$ cat src/rtl/addsub_serial.sv
// Chunk-serial adder/subtractor: cw bits per cycle, LSB first, with carry/overflow/zero flags.
// Optional result saturation on signed overflow when the ADDSUB_SAT_EN macro is defined.
module addsub_serial #(
  parameter int dw = 8,
  parameter int cw = 2
) (
  input  logic          clk,
  input  logic          rst_n,
  input  logic          start,
  input  logic [dw-1:0] dataa,
  input  logic [dw-1:0] datab,
  input  logic          add_sub,
  output logic          busy,
  output logic          done,
  output logic [dw-1:0] result,
  output logic          carry,
  output logic          overflow,
  output logic          zero
);

  localparam int NCH  = dw / cw;
  localparam int CNTW = (NCH > 1) ? $clog2(NCH) : 1;
  localparam logic [CNTW-1:0] LAST = CNTW'(NCH - 1);

  typedef enum logic [1:0] {
    IDLE = 2'd0,
    RUN  = 2'd1,
    DONE = 2'd2
  } state_t;

  state_t          state_q, state_d;
  logic [dw-1:0]   opa_q, opa_d;
  logic [dw-1:0]   opb_q, opb_d;
  logic [dw-1:0]   sum_q, sum_d;
  logic            c_q, c_d;
  logic [CNTW-1:0] cnt_q, cnt_d;
  logic [dw-1:0]   res_q, res_d;
  logic            cy_q, cy_d;
  logic            ov_q, ov_d;
  logic            z_q, z_d;

  logic [cw:0]     chunk_sum;
  logic [dw-1:0]   sum_full;
  logic [dw-1:0]   res_fin;
  logic            a_msb, b_msb, s_msb, cin_msb, cout, ovf;

  // Operands shift right each RUN cycle, so the current chunk is always in the low cw bits.
  assign chunk_sum = {1'b0, opa_q[cw-1:0]} + {1'b0, opb_q[cw-1:0]} + {{cw{1'b0}}, c_q};
  assign sum_full  = dw'({chunk_sum[cw-1:0], sum_q} >> cw);

  // On the last chunk these bits are the operand/sum MSBs; carry into the MSB is recovered from them.
  assign a_msb   = opa_q[cw-1];
  assign b_msb   = opb_q[cw-1];
  assign s_msb   = sum_full[dw-1];
  assign cin_msb = a_msb ^ b_msb ^ s_msb;
  assign cout    = chunk_sum[cw];
  assign ovf     = cin_msb ^ cout;

`ifdef ADDSUB_SAT_EN
  // Overflow only happens with equal operand signs, so a_msb gives the sign of the true sum.
  assign res_fin = ovf ? (a_msb ? {1'b1, {(dw-1){1'b0}}} : {1'b0, {(dw-1){1'b1}}}) : sum_full;
`else
  assign res_fin = sum_full;
`endif

  always_comb begin
    state_d = state_q;
    opa_d   = opa_q;
    opb_d   = opb_q;
    sum_d   = sum_q;
    c_d     = c_q;
    cnt_d   = cnt_q;
    res_d   = res_q;
    cy_d    = cy_q;
    ov_d    = ov_q;
    z_d     = z_q;
    unique case (state_q)
      IDLE: begin
        if (start) begin
          opa_d   = dataa;
          opb_d   = add_sub ? datab : ~datab;
          c_d     = ~add_sub;
          cnt_d   = '0;
          sum_d   = '0;
          state_d = RUN;
        end
      end
      RUN: begin
        opa_d = opa_q >> cw;
        opb_d = opb_q >> cw;
        sum_d = sum_full;
        c_d   = cout;
        cnt_d = cnt_q + 1'b1;
        if (cnt_q == LAST) begin
          state_d = DONE;
          cnt_d   = '0;
          res_d   = res_fin;
          cy_d    = cout;
          ov_d    = ovf;
          z_d     = (res_fin == '0);
        end
      end
      DONE: begin
        state_d = IDLE;
      end
      default: begin
        state_d = IDLE;
      end
    endcase
  end

  always_ff @(posedge clk or negedge rst_n) begin
    if (!rst_n) begin
      state_q <= IDLE;
      opa_q   <= '0;
      opb_q   <= '0;
      sum_q   <= '0;
      c_q     <= 1'b0;
      cnt_q   <= '0;
      res_q   <= '0;
      cy_q    <= 1'b0;
      ov_q    <= 1'b0;
      z_q     <= 1'b0;
    end else begin
      state_q <= state_d;
      opa_q   <= opa_d;
      opb_q   <= opb_d;
      sum_q   <= sum_d;
      c_q     <= c_d;
      cnt_q   <= cnt_d;
      res_q   <= res_d;
      cy_q    <= cy_d;
      ov_q    <= ov_d;
      z_q     <= z_d;
    end
  end

  assign busy     = (state_q != IDLE);
  assign done     = (state_q == DONE);
  assign result   = res_q;
  assign carry    = cy_q;
  assign overflow = ov_q;
  assign zero     = z_q;

endmodule

$ cat config.mk
export PLATFORM = sky130hd
export DESIGN_NAME = addsub_serial
export DESIGN_NICKNAME = d
export VERILOG_FILES = /design/src/rtl/addsub_serial.sv
export SDC_FILE = /design/constraint.sdc
export NUM_CORES = 1
export LEC_CHECK = 0
export CORE_MARGIN = 2
export CORE_UTILIZATION = 61
export CTS_CLUSTER_DIAMETER = 100
export DETAILED_ROUTE_END_ITERATION = 16
export DONT_BUFFER_PORTS = 1
export PLACE_DENSITY = 0.83
export SYNTH_ARGS = -nofsm -noshare
export SYNTH_HDL_FRONTEND = slang
export SYNTH_SLANG_ARGS = --single-unit
$ cat constraint.sdc
create_clock -name clk -period 2.51 [get_ports clk]
set_input_delay 0.1255 -clock clk [delete_from_list [all_inputs] [get_ports clk]]
set_output_delay 0.1255 -clock clk [all_outputs]
set_load 0.005 [all_outputs]
==> results.yml, run 1 <==
synthesis:
  synthSimpleGateAreaFrac: 0.106
  yosysMostFrequentCell: "dfrtp_1"
  synth-edff-count: 0
  ys_seq_area_frac: 0.546
  synth_top_family_by_area: "compound AO/OA/AOI/OAI gates"
  synthesis.area_mm2: 0.00174
  synth_area_leaders: "dfrtp_1, a22o_1, xnor2_1"
  yosys-mux-area-fraction: 0.0388
  yosysWarningCount: 0
  synth_top_area_cell: "dfrtp_1"
  synth_top_area_frac: 0.546
  syn_inst: 144
  ys_async_sr_fraction: 1.00
  yosys.area_share.adder: 0.0374
  syn_avg_cell_area_um2: 12.1
  ys.flop_type: "dfrtp_1"
  synth_cell_type_count: 32
  post_synth_xor_area_fraction: 0.0503
  synth_fp_nets: 168
  synth_compound_area_frac: 0.167
  synth_common_cells: "dfrtp_1, nand2_1, a22o_1, o21ai_1, xnor2_1"
  synth-seq-cells: 38
clocking:
  path_clk_slew_ns: 0.11
  root_buffer: "clkbuf_4"
  clock_path_buffers: 2
  cts_tree: "done"
  numCtsBuffers: 5
  cts.sinks: 38
  insertion_delay_ns: 0.34
  h-tree-depth: 2
  cts_resized: 0
sta:
  setup_viol: 0
  slew_headroom: 0.394
  tightest_slew_ns: 0.909
  slew_violations: 0
  rsz0062_at_grt: "no"
  max_freq_mhz: 522
  period_needed_ns: 1.92
  final.period_utilization: 0.764
  whs_ns: 0.0188
  hold_violations: 0
  fin_tns_setup_ns: 0
  final.setup_skew_ns: 0.00983
floorplanning:
  dieArea_mm2: 0.00330
  core.rowCount: 19
  ios: 33
  start_util: 0.637
  die_height_um: 57.4
  die_w_um: 57.4
  core_area_mm2: 0.00273
detailed_routing:
  vias: 1127
  drt_iter0_drc: 31
  drtAntennaViolNets: 0
  dr.pass1.iters: 4
  via_per_inst: 6.16
  drcViolationCount: 0
  post_drt_wl_per_cell_um: 16.4
  finalWirelength_mm: 3.00
global_route:
  grt_pass1_wl_mm: 5.23
  grt_antenna_before_repair: 0
  grt_max_degree: 39
  overflow: 0
  track_usage: 0.215
  grt_pass1_vias: 1073
worst_setup_path:
  crit_start: "opa_q[0]$_DFFE_PN0P_"
  critPathMaxFanout: 4
  cp-end-kind: "flip-flop"
  cp.arrival_ns: 2.15
  r2r_slack_ns: 0.59
  cp_slowest_cell: "fa_1"
  worst_r2r_endpoint: "overflow$_DFFE_PN0P_"
  worst-setup-path-type: "reg -> reg"
  r2r_start: "opa_q[0]$_DFFE_PN0P_"
  slowest_delay_ns: 0.56
  endpoint: "overflow$_DFFE_PN0P_"
  critPathTopFamily: "adder cells"
  reg2reg_depth: 6
  crit_top_cell: "fa_1"
  cp-start-kind: "flip-flop"
  crit_chain: "inv_1 -> fa_1 -> fa_1 -> xor2_1 -> xnor2_1 -> o21ai_1"
  cp.depth: 6
  required_ns: 2.75
  path_buf_inv: 1
final_layout:
  drive_gt1_frac: 0.105
  syn2layout_area_growth_pct: 8.19
  layout.nets: 175
  multi_input_comb_area_um2: 696
  n_antenna_cell: 0
  post-route-util: 0.689
  regArea_um2: 951
  fill_cells: 209
worst_hold_path:
  worstHoldStart: "dataa[0]"
  hold_path.class: "in -> reg"
place:
  gp_congestion: 0.799
  hpwl_mm: 2.02
  numPortBuffers: 0
pwr:
  leakagePower_nw: 0.883
  power_density_mw_per_mm2: 1180
  vdd_drop_max_uv: 861
job:
  cap_viol_max_count: 0
outcome:
  status: "complete, no violations"
-- where the power goes --
group | switching (mW) | internal [mW] | total, mW
combinational | 0.437 | 0.410 | 0.846
clock | 0.197 | 0.135 | 0.331
sequential | 0.191 | 0.861 | 1.05
-- kinds of logic after synthesis --
group | Yosys count
compound gates | 39
xor+xnor | 10
flops | 38
simple gates | 29
fa+ha+maj | 4
mux | 6
buf+inv | 18
-- sequential cells by signal, indices dropped and copies added (netlist names) --
signal,cells
c_q,1
carry,1
cnt_q,2
opa_q,8
opb_q,8
overflow,1
result,8
state_q,2
sum_q,6
zero,1
-- worst min path at each step --
stage                                 to  slack, ns  cells after the start
floorplan                c_q$_DFFE_PN0P_      -0.17                      0
global placement    opa_q[2]$_DFFE_PN0P_      -0.17                      0
detailed placement  opa_q[3]$_DFFE_PN0P_      -0.17                      0
CTS                 opa_q[0]$_DFFE_PN0P_      0.006                      2
global route        opb_q[0]$_DFFE_PN0P_      0.007                      2
finish              opa_q[0]$_DFFE_PN0P_       0.02                      2
-- metrics by stage --
| stage | cell area (um^2) | cells | total power [mW] | setup slack, ns |
|---|---|---|---|---|
| after detailed placement | 1730 | 167 | 1.90 | 0.610 |
| final | 1880 | 183 | 2.23 | 0.593 |
| after floorplan | 1740 | 144 | 1.74 | 0.701 |
| after CTS | 1880 | 183 | 2.25 | 0.588 |
| after global routing | 1880 | 183 | 2.43 | 0.442 |
| after global placement | 1730 | 167 | 1.84 | 0.660 |
-- layout by cell type, fill, tap and decap left out, types with 5 or more instances in the layout --
| cell | count |
|---|---|
| mux2_1 | 6 |
| dlygate4sd3_1 | 7 |
| a221o_1 | 6 |
| dfrtp_1 | 38 |
| xnor2_1 | 9 |
| a22o_1 | 9 |
| a22oi_1 | 7 |
| inv_1 | 6 |
| clkbuf_4 | 5 |
| o21ai_1 | 9 |
| nand2_1 | 12 |
| and3b_1 | 6 |
-- final cells by class --
class,count,share of cell area
clock inverters,2,0.00664
well taps,31,0.0206
clock buffers,6,0.0272
repair buffers,10,0.0558
multi-input cells,88,0.369
flip-flops and latches,38,0.505
inverters,8,0.0159
-- routing by layer --
layer | vias to the layer above | track usage | share of wire
li1 | 523 | - | -
met1 | 565 | 0.299 | 0.46
met2 | 31 | 0.300 | 0.47
met3 | 8 | 0.0816 | 0.050
met4 | 0 | 0.0997 | 0.026
met5 | - | 0 | 0
-- timing repair --
action / 4_1_cts / 5_1_grt
endpoints found under the hold margin: 44 / 0
hold buffers: 8 / 0
setup buffers: 0 / 0
Note: power is estimated with default switching activity, not from simulation.
==> run 2, diff against run 1 <==
CORE_UTILIZATION = 55   (was 61)
PLACE_DENSITY = 0.79   (was 0.83)
clock period = 1.7 ns   (was 2.51 ns; I/O delays follow)
==> run 2 against run 1 <==
  * The flow now finishes with violations (setup timing)
  * Non-clock buffer count grew 24
  * Clock skew about the same
  * Worst hold slack improved by 0.040 ns
  * Clock power grew 82%
  * Maximum frequency up 4.6%
  * First-iteration DRC count is 77% higher
  * Wire length grew 18%
  * Setup slack got worse by 0.73 ns
  * Sequential share of layout area fell by 6.0 points
  * Critical path type unchanged
==> results.yml, run 2 (synthesis gave the netlist of run 1 again) <==
sta:
  layout_setup_ws_ns: -0.132
  slew_headroom: 0.758
  final.period_utilization: 1.08
  hold_violations: 0
  whs_ns: 0.0584
  fin_tns_setup_ns: -0.175
  final.setup_skew_ns: 0.00941
  tightest_slew_ns: 0.363
  slew_violations: 0
  max_freq_mhz: 546
  rsz0062_at_grt: "yes"
  setup_viol: 2
  period_needed_ns: 1.83
global_route:
  overflow: 0
  grt_antenna_before_repair: 0
  grt_pass1_vias: 1308
  track_usage: 0.237
  grt_pass1_wl_mm: 6.16
  grt_max_degree: 39
worst_setup_path:
  required_ns: 1.93
  r2r_slack_ns: -0.13
  slowest_delay_ns: 0.55
  worst-setup-path-type: "reg -> reg"
  crit_chain: "inv_2 -> fa_2 -> fa_1 -> xor2_1 -> xnor2_1 -> o21ai_1"
  cp-end-kind: "flip-flop"
  cp.arrival_ns: 2.06
  cp-start-kind: "flip-flop"
  cp_slowest_cell: "fa_1"
  critPathMaxFanout: 2
job:
  cap_viol_max_count: 0
floorplanning:
  die_w_um: 60.3
  core.rowCount: 20
  core_area_mm2: 0.00303
  die_height_um: 60.3
  ios: 33
  dieArea_mm2: 0.00363
  start_util: 0.575
detailed_routing:
  via_per_inst: 5.56
  wl_met1_mm: 1.47
  route.met3.wl_um: 199
  drt_iter0_drc: 55
  dr.max_layer_used: "met4"
  vias: 1224
  drcViolationCount: 0
  post_drt_wl_per_cell_um: 16.0
  drtAntennaViolNets: 0
  dr.pass1.iters: 4
  finalWirelength_mm: 3.53
  wl_met2_mm: 1.81
final_layout:
  layout_commonest_cell: "dfrtp_1"
  multi_input_comb_area_um2: 698
  final_cell_mix: "dfrtp_1, dlygate4sd3_1, nand2_1, o21ai_1"
  n_antenna_cell: 0
  fill_cells: 211
  layout.nets: 199
  post-route-util: 0.707
  drive_gt1_frac: 0.153
  syn2layout_area_growth_pct: 22.9
  regArea_um2: 951
place:
  gp_congestion: 0.798
  numPortBuffers: 0
  hpwl_mm: 2.11
clocking:
  cts_tree: "done"
  cts.sinks: 38
  path_clk_slew_ns: 0.11
  clock_path_buffers: 2
  h-tree-depth: 2
  root_buffer: "clkbuf_4"
  insertion_delay_ns: 0.34
  numCtsBuffers: 5
outcome:
  violations: "setup timing"
  status: "finished with violations"
pwr:
  vdd_drop_max_uv: 913
  total_power_mw: 3.66
  leakagePower_nw: 1.00
  power_density_mw_per_mm2: 1710
worst_hold_path:
  hold_path.class: "in -> reg"
==> run 2: metal layers <==
| metal | vias to the layer above | track usage |
|---|---|---|
| li1 | 570 | - |
| met1 | 605 | 0.297 |
| met2 | 44 | 0.382 |
| met3 | 5 | 0.0606 |
| met4 | 0 | 0.111 |
| met5 | - | 0 |
==> run 2: critical path: cells and delay by family (launching register included) <==
kind	cells	cell delay (ns)
flip-flops	1	0.38
AO/OA/AOI/OAI	1	0.07
adder cells (fa/ha/maj)	2	0.91
XOR/XNOR	2	0.32
buffers and inverters	1	0.05
==> run 2: area by class of cell <==
class                      instances  area share
sequential                        38       0.444
multi-input combinational         88       0.326
timing repair buffer              34       0.154
tap                               44      0.0257
clock inverter                     3      0.0187
clock buffer                       5      0.0175
inverter                           8      0.0140
==> run 2: path summary, 6_finish.rpt <==
| kind | start | endpoint | cells past startpoint |
|---|---|---|---|
| min | start | opa_q[1]$_DFFE_PN0P_ | 3 |
| max | opb_q[0]$_DFFE_PN0P_ | overflow$_DFFE_PN0P_ | 6 |
| max reg2reg | opb_q[0]$_DFFE_PN0P_ | overflow$_DFFE_PN0P_ | 6 |
| max in group asynchronous | rst_n | state_q[1]$_DFFE_PN0P_ | 2 |
| min in group asynchronous | rst_n | result[7]$_DFFE_PN0P_ | 2 |
| min reg2reg | opa_q[3]$_DFFE_PN0P_ | opa_q[3]$_DFFE_PN0P_ | 2 |
==> run 2: per-stage QoR <==
stage          instances  setup slack, ns  instance area [um^2]
2_1_floorplan        144          -0.0966                  1740
3_3_place_gp         186          -0.0840                  1790
3_5_place_dp         186           -0.125                  1790
4_1_cts              220          -0.0886                  2140
5_1_grt              220           -0.227                  2140
6_report             220           -0.132                  2140
==> run 2: timing repair <==
action	4_1_cts	5_1_grt
pin swaps	3	1
buffers inserted	2	0
endpoints found under the hold margin	55	0
hold buffers	24	0
setup endpoints to repair	2	5
resized for setup	1	3
==> run 2: where the power goes <==
part	internal [mW]	switching, mW	total (mW)	leakage, nW
clock network	0.305	0.299	0.604	0.0450
registers	1.27	0.273	1.54	0.492
logic	0.787	0.728	1.51	0.463
total	2.36	1.30	3.66	1.00
==> run 3, diff against run 2 <==
==> constraint.sdc (replaced) <==
create_clock -name clk -period 1.7 [get_ports clk]
set_input_delay 0.34 -clock clk [delete_from_list [all_inputs] [get_ports clk]]
set_output_delay 0.34 -clock clk [all_outputs]
set_load 0.005 [all_outputs]
==> run 3 against run 2 <==
  * Critical path depth unchanged
  * Setup slack got worse by 0.020 ns
  * The run still ends with setup timing left
  * Wire length fell by 11%
  * First-iteration DRC count grew 29%
  * Via count down 9.0%
  * Sequential power hardly changed
  * Count of clock-buffer cells in the layout is 1 higher
  * Register-to-register slack got worse by 0.02 ns
  * Core utilization shrank 8.2 points
  * Design area is 12% lower
  * Clock power is 16% lower
  * Clock skew shrank 0.0042 ns
==> results.yml, run 3 (synthesis gave the netlist of run 1 again) <==
clocking:
  insertion_delay_ns: 0.35
  clock_path_buffers: 2
  h-tree-depth: 2
  cts.sinks: 38
  root_buffer: "clkbuf_4"
  path_clk_slew_ns: 0.11
  numCtsBuffers: 5
  cts_tree: "done"
floorplanning:
  core.rowCount: 20
  die_w_um: 60.3
  ios: 33
  core_area_mm2: 0.00303
  start_util: 0.575
  dieArea_mm2: 0.00363
  die_height_um: 60.3
final_layout:
  layout.nets: 175
  syn2layout_area_growth_pct: 8.69
  layout_commonest_cell: "dfrtp_1"
  final_cell_mix: "dfrtp_1, nand2_1, a22o_1, xnor2_1, o21ai_1"
  n_antenna_cell: 0
  drive_gt1_frac: 0.171
  layout.cells.non_filler: 196
detailed_routing:
  via_per_inst: 5.68
  drtAntennaViolNets: 0
  finalWirelength_mm: 3.15
  post_drt_wl_per_cell_um: 16.1
  vias: 1114
  dr.pass1.iters: 4
  drcViolationCount: 0
  drt_iter0_drc: 71
pwr:
  total_power_mw: 3.48
  swShare: 0.371
  p_seq_frac: 0.445
  leakagePower_nw: 0.887
  vdd_drop_max_uv: 876
  p_switching_mw: 1.29
  power_density_mw_per_mm2: 1840
  internal_power_mw: 2.19
  clkPwrFrac: 0.145
  comb_power_share: 0.410
worst_setup_path:
  cp-start-kind: "flip-flop"
  worst-setup-path-type: "reg -> reg"
  critPathMaxFanout: 2
  cp-end-kind: "flip-flop"
  cp.arrival_ns: 2.10
  required_ns: 1.94
sta:
  hold_violations: 0
  rsz0062_at_grt: "yes"
  setup_viol: 2
  slew_headroom: 0.783
  tightest_slew_ns: 0.322
  final.period_utilization: 1.09
  whs_ns: 0.132
  period_needed_ns: 1.85
  layout_setup_ws_ns: -0.152
  max_freq_mhz: 540
  final.setup_skew_ns: 0.00522
  slew_violations: 0
  fin_tns_setup_ns: -0.200
place:
  pre_cts_slack_ns: -0.159
  hpwl_mm: 2.20
  gp_congestion: 0.783
  numPortBuffers: 0
  placed_cells: 185
global_route:
  grt_max_degree: 39
  grt_pass1_vias: 1131
  grt_pass1_wl_mm: 5.35
  grt_antenna_before_repair: 0
  track_usage: 0.204
  overflow: 0
outcome:
  status: "finished with violations"
  violations: "setup timing"
worst_hold_path:
  hold_path.class: "in -> reg"
job:
  cap_viol_max_count: 0
run 3: power groups by stage:
stage                     registers (mW)  logic, mW  clock network [mW]
final                               1.55       1.43               0.505
after global routing                1.60       1.62               0.562
after CTS                           1.55       1.48               0.521
after detailed placement            1.56       1.37                   0
after global placement              1.54       1.28                   0
after floorplan                     1.47       1.11                   0
run 3: final cells by class:
cell class	count	area, um^2
fill	243	1130
sequential	38	952
multi-input combinational	88	702
timing repair buffer	10	90.1
tap	44	55.1
clock buffer	6	51.3
inverter	8	30.0
clock inverter	2	12.5
run 3: final timing paths:
path	cells past startpoint	slack (ns)	end	start
setup reg to reg	6	-0.15	overflow$_DFFE_PN0P_	c_q$_DFFE_PN0P_
max in group asynchronous	2	1.07	state_q[0]$_DFFE_PN0P_	rst_n
hold reg to reg	1	0.50	cnt_q[0]$_DFFE_PN0P_	cnt_q[0]$_DFFE_PN0P_
min in group asynchronous	2	0.42	result[7]$_DFFE_PN0P_	rst_n
setup / recovery	6	-0.15	overflow$_DFFE_PN0P_	c_q$_DFFE_PN0P_
hold / removal	1	0.13	opa_q[7]$_DFFE_PN0P_	dataa[7]
run 3: metrics by stage:
step	utilization	cell area [um^2]
finish	0.625	1890
global route	0.625	1890
CTS	0.625	1890
detailed placement	0.590	1790
global placement	0.590	1790
floorplan	-	1740
run 3: timing repair:
action                                  CTS  global route
gates cloned                              0             0
endpoints found under the hold margin    38             0
hold buffers                              2             0
pin swaps                                 6             2
gates resized for setup                   3             2
endpoints found under the setup margin    2             6
buffers inserted                          1             1
run 3: routing by layer:
metal  share of wire  global-route usage  vias to the layer above
met5               0                   0                        -
met4           0.013              0.0667                        0
met3           0.057              0.0693                        5
met2            0.50               0.307                       33
met1            0.43               0.278                      554
li1                -                   -                      522
run 3: worst max-delay path, cell delays in order, from the launching register on:
cell and delay (ns):
dfrtp_1 0.38, inv_2 0.05, fa_2 0.39, fa_1 0.53, xor2_1 0.19, xnor2_1 0.14
o21ai_1 0.07
